**config.mk**
```make
export PLATFORM = sky130hd
export DESIGN_NAME = lives_manager
export DESIGN_NICKNAME = d
export VERILOG_FILES = /design/src/rtl/lives_manager.sv
export SDC_FILE = /design/constraint.sdc
export NUM_CORES = 1
export LEC_CHECK = 0
export CAP_MARGIN = 20
export CORE_MARGIN = 5
export CORE_UTILIZATION = 50
export CTS_CLUSTER_SIZE = 20
export DETAILED_ROUTE_END_ITERATION = 8
export PLACE_DENSITY = 0.7
export RECOVER_POWER = 50
export SLEW_MARGIN = 20
export SYNTH_ARGS = -nofsm -noshare
export SYNTH_HDL_FRONTEND = slang
export SYNTH_SLANG_ARGS = --single-unit
export TNS_END_PERCENT = 10
```
**constraint.sdc**
```tcl
create_clock -name clk -period 2.6 [get_ports clk]
set_clock_uncertainty 0.15 [all_clocks]
set_input_delay 0.26 -clock clk [delete_from_list [all_inputs] [get_ports clk]]
set_output_delay 0.26 -clock clk [all_outputs]
set_load 0.02 [all_outputs]
```
**src/rtl/lives_manager.sv**
```systemverilog
// lives_manager: owns the player's saturating 2-bit life count, the post-hit
//   invulnerability window (counted in video frames), sprite blink and game-over flag.
// Ports:
//   clk, resetN      - clock, asynchronous active-low reset
//   startGame        - restarts the game from any state (highest priority)
//   playerHit        - collision level; only its rising edge costs a life
//   bonusLife        - one-cycle pulse awarding a life (saturates at MAX_LIVES)
//   startOfFrame     - one-cycle pulse per video frame; paces invulnerability/blink
//   lives            - current life count for the life-icon drawer
//   gameOver         - high while in GAME_OVER
//   invulnerable     - high while in INVULN
//   playerVisible    - player sprite enable (blinks during INVULN)
//   lifeLostPulse    - one-cycle pulse per accepted hit
// All outputs are registered; a hit is reflected on the outputs one cycle after the rise.
module lives_manager #(
  parameter int INIT_LIVES    = 3,
  parameter int MAX_LIVES     = 3,
  parameter int INVULN_FRAMES = 120,
  parameter int BLINK_FRAMES  = 8
) (
  input  logic       clk,
  input  logic       resetN,
  input  logic       startGame,
  input  logic       playerHit,
  input  logic       bonusLife,
  input  logic       startOfFrame,
  output logic [1:0] lives,
  output logic       gameOver,
  output logic       invulnerable,
  output logic       playerVisible,
  output logic       lifeLostPulse
);

  typedef enum logic [1:0] {
    IDLE      = 2'd0,
    PLAYING   = 2'd1,
    INVULN    = 2'd2,
    GAME_OVER = 2'd3
  } state_t;

  localparam logic [1:0] INIT_L    = INIT_LIVES[1:0];
  localparam logic [1:0] MAX_L     = MAX_LIVES[1:0];
  localparam logic [2:0] MAX_W     = {1'b0, MAX_L};
  localparam logic [7:0] INVULN_N  = INVULN_FRAMES[7:0];
  localparam logic [7:0] BLINK_TOP = 8'(BLINK_FRAMES - 1);

  state_t     state_q;
  logic [1:0] lives_q;
  logic       game_over_q;
  logic       invuln_q;
  logic       visible_q;
  logic       pulse_q;
  logic       hit_dly_q;
  logic [7:0] invuln_cnt_q;
  logic [7:0] blink_cnt_q;

  logic       hit_edge;
  logic [2:0] hit_sum;
  logic [2:0] hit_dec;
  logic [1:0] hit_lives_d;
  logic [2:0] bonus_sum;
  logic [1:0] bonus_lives_d;

  // A held collision level counts once: only the 0->1 transition is a hit.
  assign hit_edge = playerHit & ~hit_dly_q;

  // Candidate life counts: hit (with a coincident bonus folded in) and bonus alone.
  // Both clamp to [0, MAX_LIVES] using a 3-bit intermediate to avoid wrap.
  always_comb begin
    hit_sum       = {1'b0, lives_q} + {2'b00, bonusLife};
    hit_dec       = (hit_sum == 3'd0) ? 3'd0 : hit_sum - 3'd1;
    hit_lives_d   = (hit_dec > MAX_W) ? MAX_L : hit_dec[1:0];
    bonus_sum     = {1'b0, lives_q} + 3'd1;
    bonus_lives_d = (bonus_sum > MAX_W) ? MAX_L : bonus_sum[1:0];
  end

  always_ff @(posedge clk or negedge resetN) begin
    if (!resetN) begin
      state_q      <= IDLE;
      lives_q      <= 2'd0;
      game_over_q  <= 1'b0;
      invuln_q     <= 1'b0;
      visible_q    <= 1'b0;
      pulse_q      <= 1'b0;
      hit_dly_q    <= 1'b0;
      invuln_cnt_q <= 8'd0;
      blink_cnt_q  <= 8'd0;
    end else begin
      hit_dly_q <= playerHit;
      pulse_q   <= 1'b0;

      if (startGame) begin
        // Restart wins over everything; same-cycle hit/bonus are dropped.
        state_q      <= PLAYING;
        lives_q      <= INIT_L;
        game_over_q  <= 1'b0;
        invuln_q     <= 1'b0;
        visible_q    <= 1'b1;
        invuln_cnt_q <= 8'd0;
        blink_cnt_q  <= 8'd0;
      end else begin
        case (state_q)
          IDLE: begin
          end

          PLAYING: begin
            if (hit_edge) begin
              pulse_q   <= 1'b1;
              lives_q   <= hit_lives_d;
              visible_q <= 1'b0;
              if (hit_lives_d == 2'd0) begin
                state_q     <= GAME_OVER;
                game_over_q <= 1'b1;
              end else begin
                state_q      <= INVULN;
                invuln_q     <= 1'b1;
                invuln_cnt_q <= INVULN_N;
                blink_cnt_q  <= 8'd0;
              end
            end else if (bonusLife) begin
              lives_q <= bonus_lives_d;
            end
          end

          INVULN: begin
            if (bonusLife) begin
              lives_q <= bonus_lives_d;
            end
            if (startOfFrame) begin
              if (invuln_cnt_q <= 8'd1) begin
                // Window closes on the frame that takes the counter to zero.
                state_q      <= PLAYING;
                invuln_q     <= 1'b0;
                visible_q    <= 1'b1;
                invuln_cnt_q <= 8'd0;
                blink_cnt_q  <= 8'd0;
              end else begin
                invuln_cnt_q <= invuln_cnt_q - 8'd1;
                if (blink_cnt_q >= BLINK_TOP) begin
                  blink_cnt_q <= 8'd0;
                  visible_q   <= ~visible_q;
                end else begin
                  blink_cnt_q <= blink_cnt_q + 8'd1;
                end
              end
            end
          end

          GAME_OVER: begin
            lives_q     <= 2'd0;
            game_over_q <= 1'b1;
          end

          default: begin
            state_q <= IDLE;
          end
        endcase
      end
    end
  end

  assign lives         = lives_q;
  assign gameOver      = game_over_q;
  assign invulnerable  = invuln_q;
  assign playerVisible = visible_q;
  assign lifeLostPulse = pulse_q;

endmodule

```
# Word level (Yosys, flattened, before mapping)

Cells that the tools add are included.

Register bits: 25
Logic and storage cells: 85

Add/subtract/negate cells: 5
$lt $le $gt $ge: 4
Eq/ne operators: 9
Muxes and demuxes: 45
Bitwise operators: 3
Reduce and logical (&&, ||, !) cells: 10

Operators with widths:

| kind                                                            | count |
|---|---|
| two-way mux 8 bit                                               | 11 |
| case mux 8 bit (2 select lines)                                 | 2 |
| two-way mux 2 bit                                               | 9 |
| two-way mux 1 bit                                               | 17 |
| inequality test 3 bit (second input constant)                   | 5 |
| AND reduction 4 bit                                             | 3 |
| adder 8 x 1 -> 8 bit (second input constant)                    | 1 |
| >= comparator 8 x 3 -> 1 bit (second input constant)            | 1 |
| less-or-equal comparator 8 x 1 -> 1 bit (second input constant) | 1 |
| subtractor 8 x 1 -> 8 bit (second input constant)               | 1 |
| > comparator 3 x 2 -> 1 bit (second input constant)             | 2 |
| case mux 1 bit (2 select lines)                                 | 3 |
| case mux 2 bit (3 select lines)                                 | 1 |
| nonzero test 3 bit                                              | 2 |
| AND reduction 5 bit                                             | 1 |
| == test 2 bit (second input constant)                           | 2 |
| inequality test 4 bit (second input constant)                   | 1 |
| case mux 2 bit (2 select lines)                                 | 1 |
| nonzero test 4 bit                                              | 1 |
| adder 2 x 1 -> 3 bit                                            | 1 |
| adder 2 x 1 -> 3 bit (second input constant)                    | 1 |
| logical NOT 3 bit                                               | 1 |
| two-way mux 3 bit                                               | 1 |
| AND reduction 3 bit                                             | 1 |
| 5 further kinds                                                 | 6 |

# Longest topological paths before layout

Gate-level depths: netlist of the first run.

Depth after elaboration: 10
Depth in mapped cells: 11
Depth with buffers taken out: 10

# Least setup slack after synthesis of the first run

Ideal clock, no wire load.

Kind: reg-to-reg
From: register lives_q[0] (netlist: lives[0])
To: register blink_cnt_q[6]
Setup time: 0.122 ns
Data arrival time: 2.190 ns
Data required time: 2.328 ns
Setup slack: 0.139 ns
Cell stages (with the launch flop): 12
Buffers on the path: 1
Cells stage by stage: dfrtp_1 -> ha_1 -> ha_1 -> nor2_1 -> inv_1 -> ha_1 -> a21oi_1 -> or2_1 -> nand3_1 -> buf_2 -> a31oi_1 -> nor2_1

Cells in the longest elaborated chain, start to end: 8
Elaborated cells on any way between the ends: 9
Classes of those cells: add/sub: 2; order compare: 1; eq/ne: 1; mux: 2; reduce/logical: 3

Ends and longest elaborated chain:

| item                                                                  | RTL line | RTL |
|---|---|---|
| start, declared                                                       | 48       | `logic [1:0] lives_q;` |
| start signal, assigned                                                | 109      | `lives_q <= hit_lives_d;` |
| start signal, assigned                                                | 121      | `lives_q <= bonus_lives_d;` |
| start signal, assigned                                                | 127      | `lives_q <= bonus_lives_d;` |
| adder 2 x 1 -> 3 bit (*)                                              | 70       | `hit_sum = {1'b0, lives_q} + {2'b00, bonusLife};` |
| subtractor 3 x 1 -> 3 bit / logical NOT 3 bit (equally long branches) | 71       | `hit_dec = (hit_sum == 3'd0) ? 3'd0 : hit_sum - 3'd1;` |
| two-way mux 3 bit (*)                                                 | 71       |  |
| > comparator 3 x 2 -> 1 bit                                           | 72       | `hit_lives_d = (hit_dec > MAX_W) ? MAX_L : hit_dec[1:0];` |
| two-way mux 2 bit (*)                                                 | 72       |  |
| logical NOT 2 bit (*)                                                 | 111      | `if (hit_lives_d == 2'd0) begin` |
| inequality test 3 bit (no line) (*)                                   | -        |  |
| AND reduction 4 bit (no line) (*)                                     | -        |  |
| end signal, assigned                                                  | 143      | `blink_cnt_q <= blink_cnt_q + 8'd1;` |
| end, declared                                                         | 55       | `logic [7:0] blink_cnt_q;` |

Mark *: on every way between the ends. The rest lies on a longest branch, timed or not.
A chain may end at the register's enable or synchronous reset.

# Worst setup path in the final report of the first run

From: register lives_q[0] (netlist: lives[0])
To: register invuln_cnt_q[4]

Cells in the longest elaborated chain, start to end: 8
Elaborated cells on any way between the ends: 9
Classes of those cells: add/sub: 2; order compare: 1; eq/ne: 1; mux: 2; reduce/logical: 3

Ends and longest elaborated chain:

| item                                                                  | RTL line | RTL |
|---|---|---|
| adder 2 x 1 -> 3 bit (*)                                              | 70       |  |
| subtractor 3 x 1 -> 3 bit / logical NOT 3 bit (equally long branches) | 71       |  |
| two-way mux 3 bit (*)                                                 | 71       |  |
| > comparator 3 x 2 -> 1 bit                                           | 72       |  |
| two-way mux 2 bit (*)                                                 | 72       |  |
| logical NOT 2 bit (*)                                                 | 111      |  |
| inequality test 3 bit (no line) (*)                                   | -        |  |
| AND reduction 4 bit (no line) (*)                                     | -        |  |
| end signal, assigned                                                  | 138      | `invuln_cnt_q <= invuln_cnt_q - 8'd1;` |
| end, declared                                                         | 54       | `logic [7:0] invuln_cnt_q;` |

Marked as above.

==> flow_summary.yaml, run 1 <==
route:
  wl_mm: 2.97
  wire_per_inst_um: 14.3
  antenna_left: 0
  via_per_inst: 5.88
  vias: 1222
  initialDrtViolationCount: 56
  drc: 0
  first_pass_iters: 6
sta:
  tns_ps: 0
  timing.final.hold_violations: 0
  slew_headroom_pct: 10.0
  max_freq_mhz: 407
  worst_pin_slew_ps: 1350
  setup_violations: 0
  fin_crit_sh_pct: 94.5
  drv_slew: 0
  post-route-min-period_ps: 2460
  rsz0062_at_grt: "false"
global_routing:
  grt_max_degree: 26
  grt_first_pass_wirelength_mm: 5.40
  grt_pass1_vias: 1249
  overflow: 0
  grt_use_total_pct: 16.3
  antenna_found_initial: 0
yosys:
  syn_area_um2: 1420
  ys_warn_count: 0
  synth_cell_types: 39
  synth_edf_count: 0
  ys_dominant_reg_cell: "dfrtp_1"
  synthCells: 157
  synth-seq-area-share_pct: 44.1
  synth_nets: 170
  ys_ff_latch: 25
  avgSynthCellArea_um2: 9.05
  synth-async-reset-ratio_pct: 100
worst_setup_path:
  start_kind: "flop"
  rrSetupSlack_ps: 140
  rr_startpoint: "lives[0]$_DFFE_PN0P_"
  critPathArrivalTime_ps: 2530
  startpoint: "lives[0]$_DFFE_PN0P_"
  setup.worst_path.end_class: "flop"
  r2r_end: "invuln_cnt_q[4]$_DFFE_PN0P_"
  worst-setup-path-type: "reg -> reg"
  worst-r2r-cell-count: 10
  cp.required_ps: 2670
  cp_max_fo: 10
  critPathCapture: "invuln_cnt_q[4]$_DFFE_PN0P_"
final_layout:
  nFillCells: 239
  drive_above_1_share_pct: 10.2
  n_antenna_cell: 0
  synthToLayoutAreaGrowth_pct: 14.3
  finalNetCount: 191
  post-route-util_pct: 59.4
power:
  total_power_w: 0.00124
  leakagePower_nw: 0.709
  ir_drop_uv: 476
  powerDensity_nw_per_um2: 765
clocking:
  post_cts_buffers: 0
  cts.sinks: 25
  clk_pin_slew_ps: 150
  cts_hold_buffers: 0
  cts_max_level: 1
  cts_tree: "done"
  cts_resized: 0
  worst_skew_pair.late_latency_ps: 320
  numCtsBuffers: 3
  clockBufferDepth: 2
  cts_root_buf: "clkbuf_4"
placement:
  routabilityCongestion: 0.782
  dpl.hpwl_mm: 2.21
  io_buffers: 11
floorplanning:
  rows: 19
  die-area_um2: 4010
  die_x_um: 63.3
  core_area_um2: 2730
  ios: 12
  die_h_um: 63.3
  start_util_pct: 51.9
min_path:
  hold_path.class: "reg -> reg"
run:
  cap_viol_max_count: 0
run_status:
  run_status: "finished, final reports clean"
[critical path, stage by stage, from the launching register on]
cell and delay, ps:
dfrtp_1 420, ha_1 190, ha_1 280, nor2_1 140, inv_1 80, ha_1 210, a21oi_1 150, or2_1 130
and3_1 380, o21ba_1 190, nor2_1 30
[cell usage in the layout, fill, tap and decap left out, types with 2 or more instances in the layout]
cell type and instances:
a31o_2 2, and2_1 4, inv_1 8, nand3_1 4, ha_1 7, and3_1 2, o21ai_0 11, nor2b_1 3
a211o_1 2, nand2_1 17, o22ai_1 2, nand2b_1 3, o21bai_1 2, a21oi_1 18, buf_4 9, o21a_1 3
nor2_1 18, clkdlybuf4s50_1 9, dlygate4sd3_1 2, clkbuf_4 3, nor3_1 4, dfrtp_1 25
[cells by family (layout without fill, tap and decap cells)]
group | count (synthesis) | count (layout) | share of synthesized area [%]
and+or+nand+nor | 61 | 61 | 21.8
AOI/OAI and AO/OA | 51 | 51 | 23.7
DFF | 25 | 25 | 44.1
buffers and inverters | 13 | 33 | 4.32
adders and majority gates | 7 | 7 | 6.17
[sequential cells by signal, indices dropped and copies added, names as in the netlist]
signal and flops:
blink_cnt_q 8, invuln_cnt_q 8, lives 2, state_q 2, gameOver 1, hit_dly_q 1
invulnerable 1, lifeLostPulse 1, playerVisible 1
[power by group]
| part | leakage (nW) | switching (W) | internal [W] |
|---|---|---|---|
| Sequential | 0.321 | 0.0000756 | 0.000452 |
| Clock | 0.0139 | 0.000120 | 0.0000587 |
| Combinational | 0.374 | 0.000284 | 0.000250 |
| Total | 0.709 | 0.000480 | 0.000761 |
[area by class of cell]
cell class | instances | area (um2) | share of cell area, %
clock buffers | 3 | 22.5 | 1.39
inverters | 8 | 30.0 | 1.85
well taps | 31 | 38.8 | 2.39
flip-flops and latches | 25 | 626 | 38.6
repair buffers | 21 | 181 | 11.2
multi-input cells | 119 | 717 | 44.2
clock inverters | 1 | 7.51 | 0.463
[routing by layer]
layer / GRT usage [%] / vias up / share of wire [%]
li1: - / 593 / -
met1: 21.2 / 597 / 47
met2: 26.8 / 26 / 48
met3: 3.37 / 6 / 3.6
met4: 5.71 / 0 / 1.5
met5: 0 / - / 0
[cell usage after synthesis, types with 2 or more instances]
library cell   n  area share [%]
a211o_1        2             1.2
a21oi_1       18             6.3
a31o_2         2             1.2
and2_1         4             1.8
and3_1         2            0.88
clkbuf_1       2            0.53
dfrtp_1       25              44
ha_1           7             6.2
inv_1          8             2.1
nand2_1       17             4.5
nand2b_1       3             1.3
nand3_1        4             1.4
nor2_1        18             4.8
nor2b_1        3             1.3
nor3_1         4             1.4
o21a_1         3             1.6
o21ai_0       11             3.9
o21bai_1       2             1.1
o22ai_1        2            0.88
[worst min-delay path by stage]
stage / start / endpoint / slack, ps / depth (start not counted)
2_1_floorplan: resetN / blink_cnt_q[0]$_DFFE_PN0P_ / -190 / 0
3_3_place_gp: blink_cnt_q[1]$_DFFE_PN0P_ / blink_cnt_q[1]$_DFFE_PN0P_ / 350 / 2
3_5_place_dp: gameOver$_DFFE_PN0P_ / gameOver$_DFFE_PN0P_ / 350 / 2
4_1_cts: resetN / invuln_cnt_q[7]$_DFFE_PN0P_ / 130 / 2
5_1_grt: playerHit / hit_dly_q$_DFF_PN0_ / 380 / 1
6_report: gameOver$_DFFE_PN0P_ / gameOver$_DFFE_PN0P_ / 380 / 2
[metrics by stage]
stage / hold WS (ps) / cells / area (um2) / setup WS (ps)
4_1_cts: 135 / 208 / 1640 / 156
2_1_floorplan: -186 / 157 / 1420 / 139
3_5_place_dp: 346 / 204 / 1610 / -156
5_1_grt: 383 / 208 / 1620 / 8.46
6_report: 380 / 208 / 1620 / 143
3_3_place_gp: 350 / 204 / 1610 / -102
Power figures use the tool's default switching activity.
==> run 2, diff against run 1 <==
--- a/config.mk
+++ b/config.mk
@@ -11,7 +11,7 @@
 export CTS_CLUSTER_SIZE = 20
 export DETAILED_ROUTE_END_ITERATION = 8
 export PLACE_DENSITY = 0.7
-export RECOVER_POWER = 50
+export RECOVER_POWER = 100
 export SLEW_MARGIN = 20
 export SYNTH_ARGS = -nofsm -noshare
 export SYNTH_HDL_FRONTEND = slang
==> flow_summary.yaml, run 2 (synthesized netlist as in run 1, its figures left out) <==
route:
  via_per_inst: 5.81
  antenna_left: 0
  vias: 1209
  wire_per_inst_um: 14.2
  wl_mm: 2.95
  first_pass_iters: 4
  drc: 0
  initialDrtViolationCount: 58
min_path:
  hold_path.class: "reg -> reg"
  min_from: "gameOver$_DFFE_PN0P_"
worst_setup_path:
  critPathArrivalTime_ps: 2510
  rr_startpoint: "lives[0]$_DFFE_PN0P_"
  setup.worst_path.end_class: "flop"
  cp.required_ps: 2670
  start_kind: "flop"
  cp_max_fo: 10
  startpoint: "lives[0]$_DFFE_PN0P_"
  worst-setup-path-type: "reg -> reg"
clocking:
  clockBufferDepth: 2
  numCtsBuffers: 3
  cts_resized: 0
  cts_tree: "done"
  cts_max_level: 1
  post_cts_buffers: 0
  cts.sinks: 25
  cts_root_buf: "clkbuf_4"
  worst_skew_pair.late_latency_ps: 320
  clk_pin_slew_ps: 150
  cts_hold_buffers: 0
placement:
  routabilityCongestion: 0.782
  io_buffers: 11
  dp.cells: 204
  dpl.hpwl_mm: 2.21
run:
  cap_viol_max_count: 0
sta:
  tns_ps: 0
  timing.final.hold_violations: 0
  drv_slew: 0
  rsz0062_at_grt: "false"
  post-route-min-period_ps: 2440
  slew_headroom_pct: 10.2
  fin_crit_sh_pct: 94.0
  whs_ps: 371
  worst_pin_slew_ps: 1350
  max_freq_mhz: 409
  setup_violations: 0
global_routing:
  antenna_found_initial: 0
  grt_pass1_vias: 1249
  grt_first_pass_wirelength_mm: 5.40
  grt_use_total_pct: 16.3
  grt_max_degree: 26
  overflow: 0
final_layout:
  final_cell_mix: "dfrtp_1 (25), nor2_1 (18), a21oi_1 (18)"
  synthToLayoutAreaGrowth_pct: 13.8
  n_antenna_cell: 0
  instances_no_fill: 208
  drive_above_1_share_pct: 9.60
  finalNetCount: 191
  post-route-util_pct: 59.1
  final_common_cell: "dfrtp_1"
  largestRegisters: "blink_cnt_q: 8 flops, invuln_cnt_q: 8 flops"
power:
  swShare_pct: 39.1
  power_frac_seq_pct: 43.3
  ir_drop_uv: 470
  power_frac_comb_pct: 42.0
  p_sw_w: 0.000475
  intPower_w: 0.000742
  powerDensity_nw_per_um2: 753
  leakagePower_nw: 0.707
  total_power_w: 0.00122
  p_clk_share_pct: 14.6
floorplanning:
  core_area_um2: 2730
  ios: 12
  die-area_um2: 4010
  die_x_um: 63.3
  rows: 19
  start_util_pct: 51.9
  die_h_um: 63.3
run_status:
  run_status: "finished, final reports clean"
[run 2: routing by layer]
| metal | up-vias | share of wire [%] | track usage, % |
|---|---|---|---|
| met5 | - | 0 | 0 |
| met4 | 0 | 1.6 | 5.71 |
| met3 | 6 | 2.6 | 3.37 |
| met2 | 18 | 48 | 26.8 |
| met1 | 593 | 48 | 21.2 |
| li1 | 592 | - | - |
[run 2: power groups by stage]
stage               logic, W  registers (W)  clock network, W
floorplan           0.000338       0.000542                 0
global route        0.000572       0.000544          0.000207
CTS                 0.000540       0.000531          0.000186
global placement    0.000525       0.000537                 0
detailed placement  0.000537       0.000537                 0
finish              0.000512       0.000528          0.000178
[run 2: final timing paths]
kind                                          endpoint  slack, ps  cells after the start
max reg2reg                invuln_cnt_q[4]$_DFFE_PN0P_        160                     10
max                        invuln_cnt_q[4]$_DFFE_PN0P_        160                     10
min                               gameOver$_DFFE_PN0P_        370                      2
max in group asynchronous   blink_cnt_q[7]$_DFFE_PN0P_        910                      2
min in group asynchronous  invuln_cnt_q[7]$_DFFE_PN0P_        590                      2
min reg2reg                       gameOver$_DFFE_PN0P_        370                      2
[run 2: cell type report]
| cell class | instances | area (um2) |
|---|---|---|
| fill | 242 | 1120 |
| multi-input combinational | 119 | 717 |
| sequential | 25 | 626 |
| timing repair buffer | 21 | 175 |
| tap | 31 | 38.8 |
| inverter | 8 | 30.0 |
| clock buffer | 3 | 22.5 |
| clock inverter | 1 | 7.51 |
[run 2: worst max-delay path: stages (launching register included)]
cell and delay (ps):
dfrtp_1 420, ha_1 190, ha_1 280, nor2_1 140, inv_1 80, ha_1 210, a21oi_1 140, or2_1 130
and3_1 380, o21ba_1 190, nor2_1 30
[run 2: metrics by stage]
step                setup slack, ps  area [um2]
finish                          157        1620
global route                   12.1        1620
CTS                             156        1640
detailed placement             -156        1610
global placement               -102        1610
floorplan                       139        1420
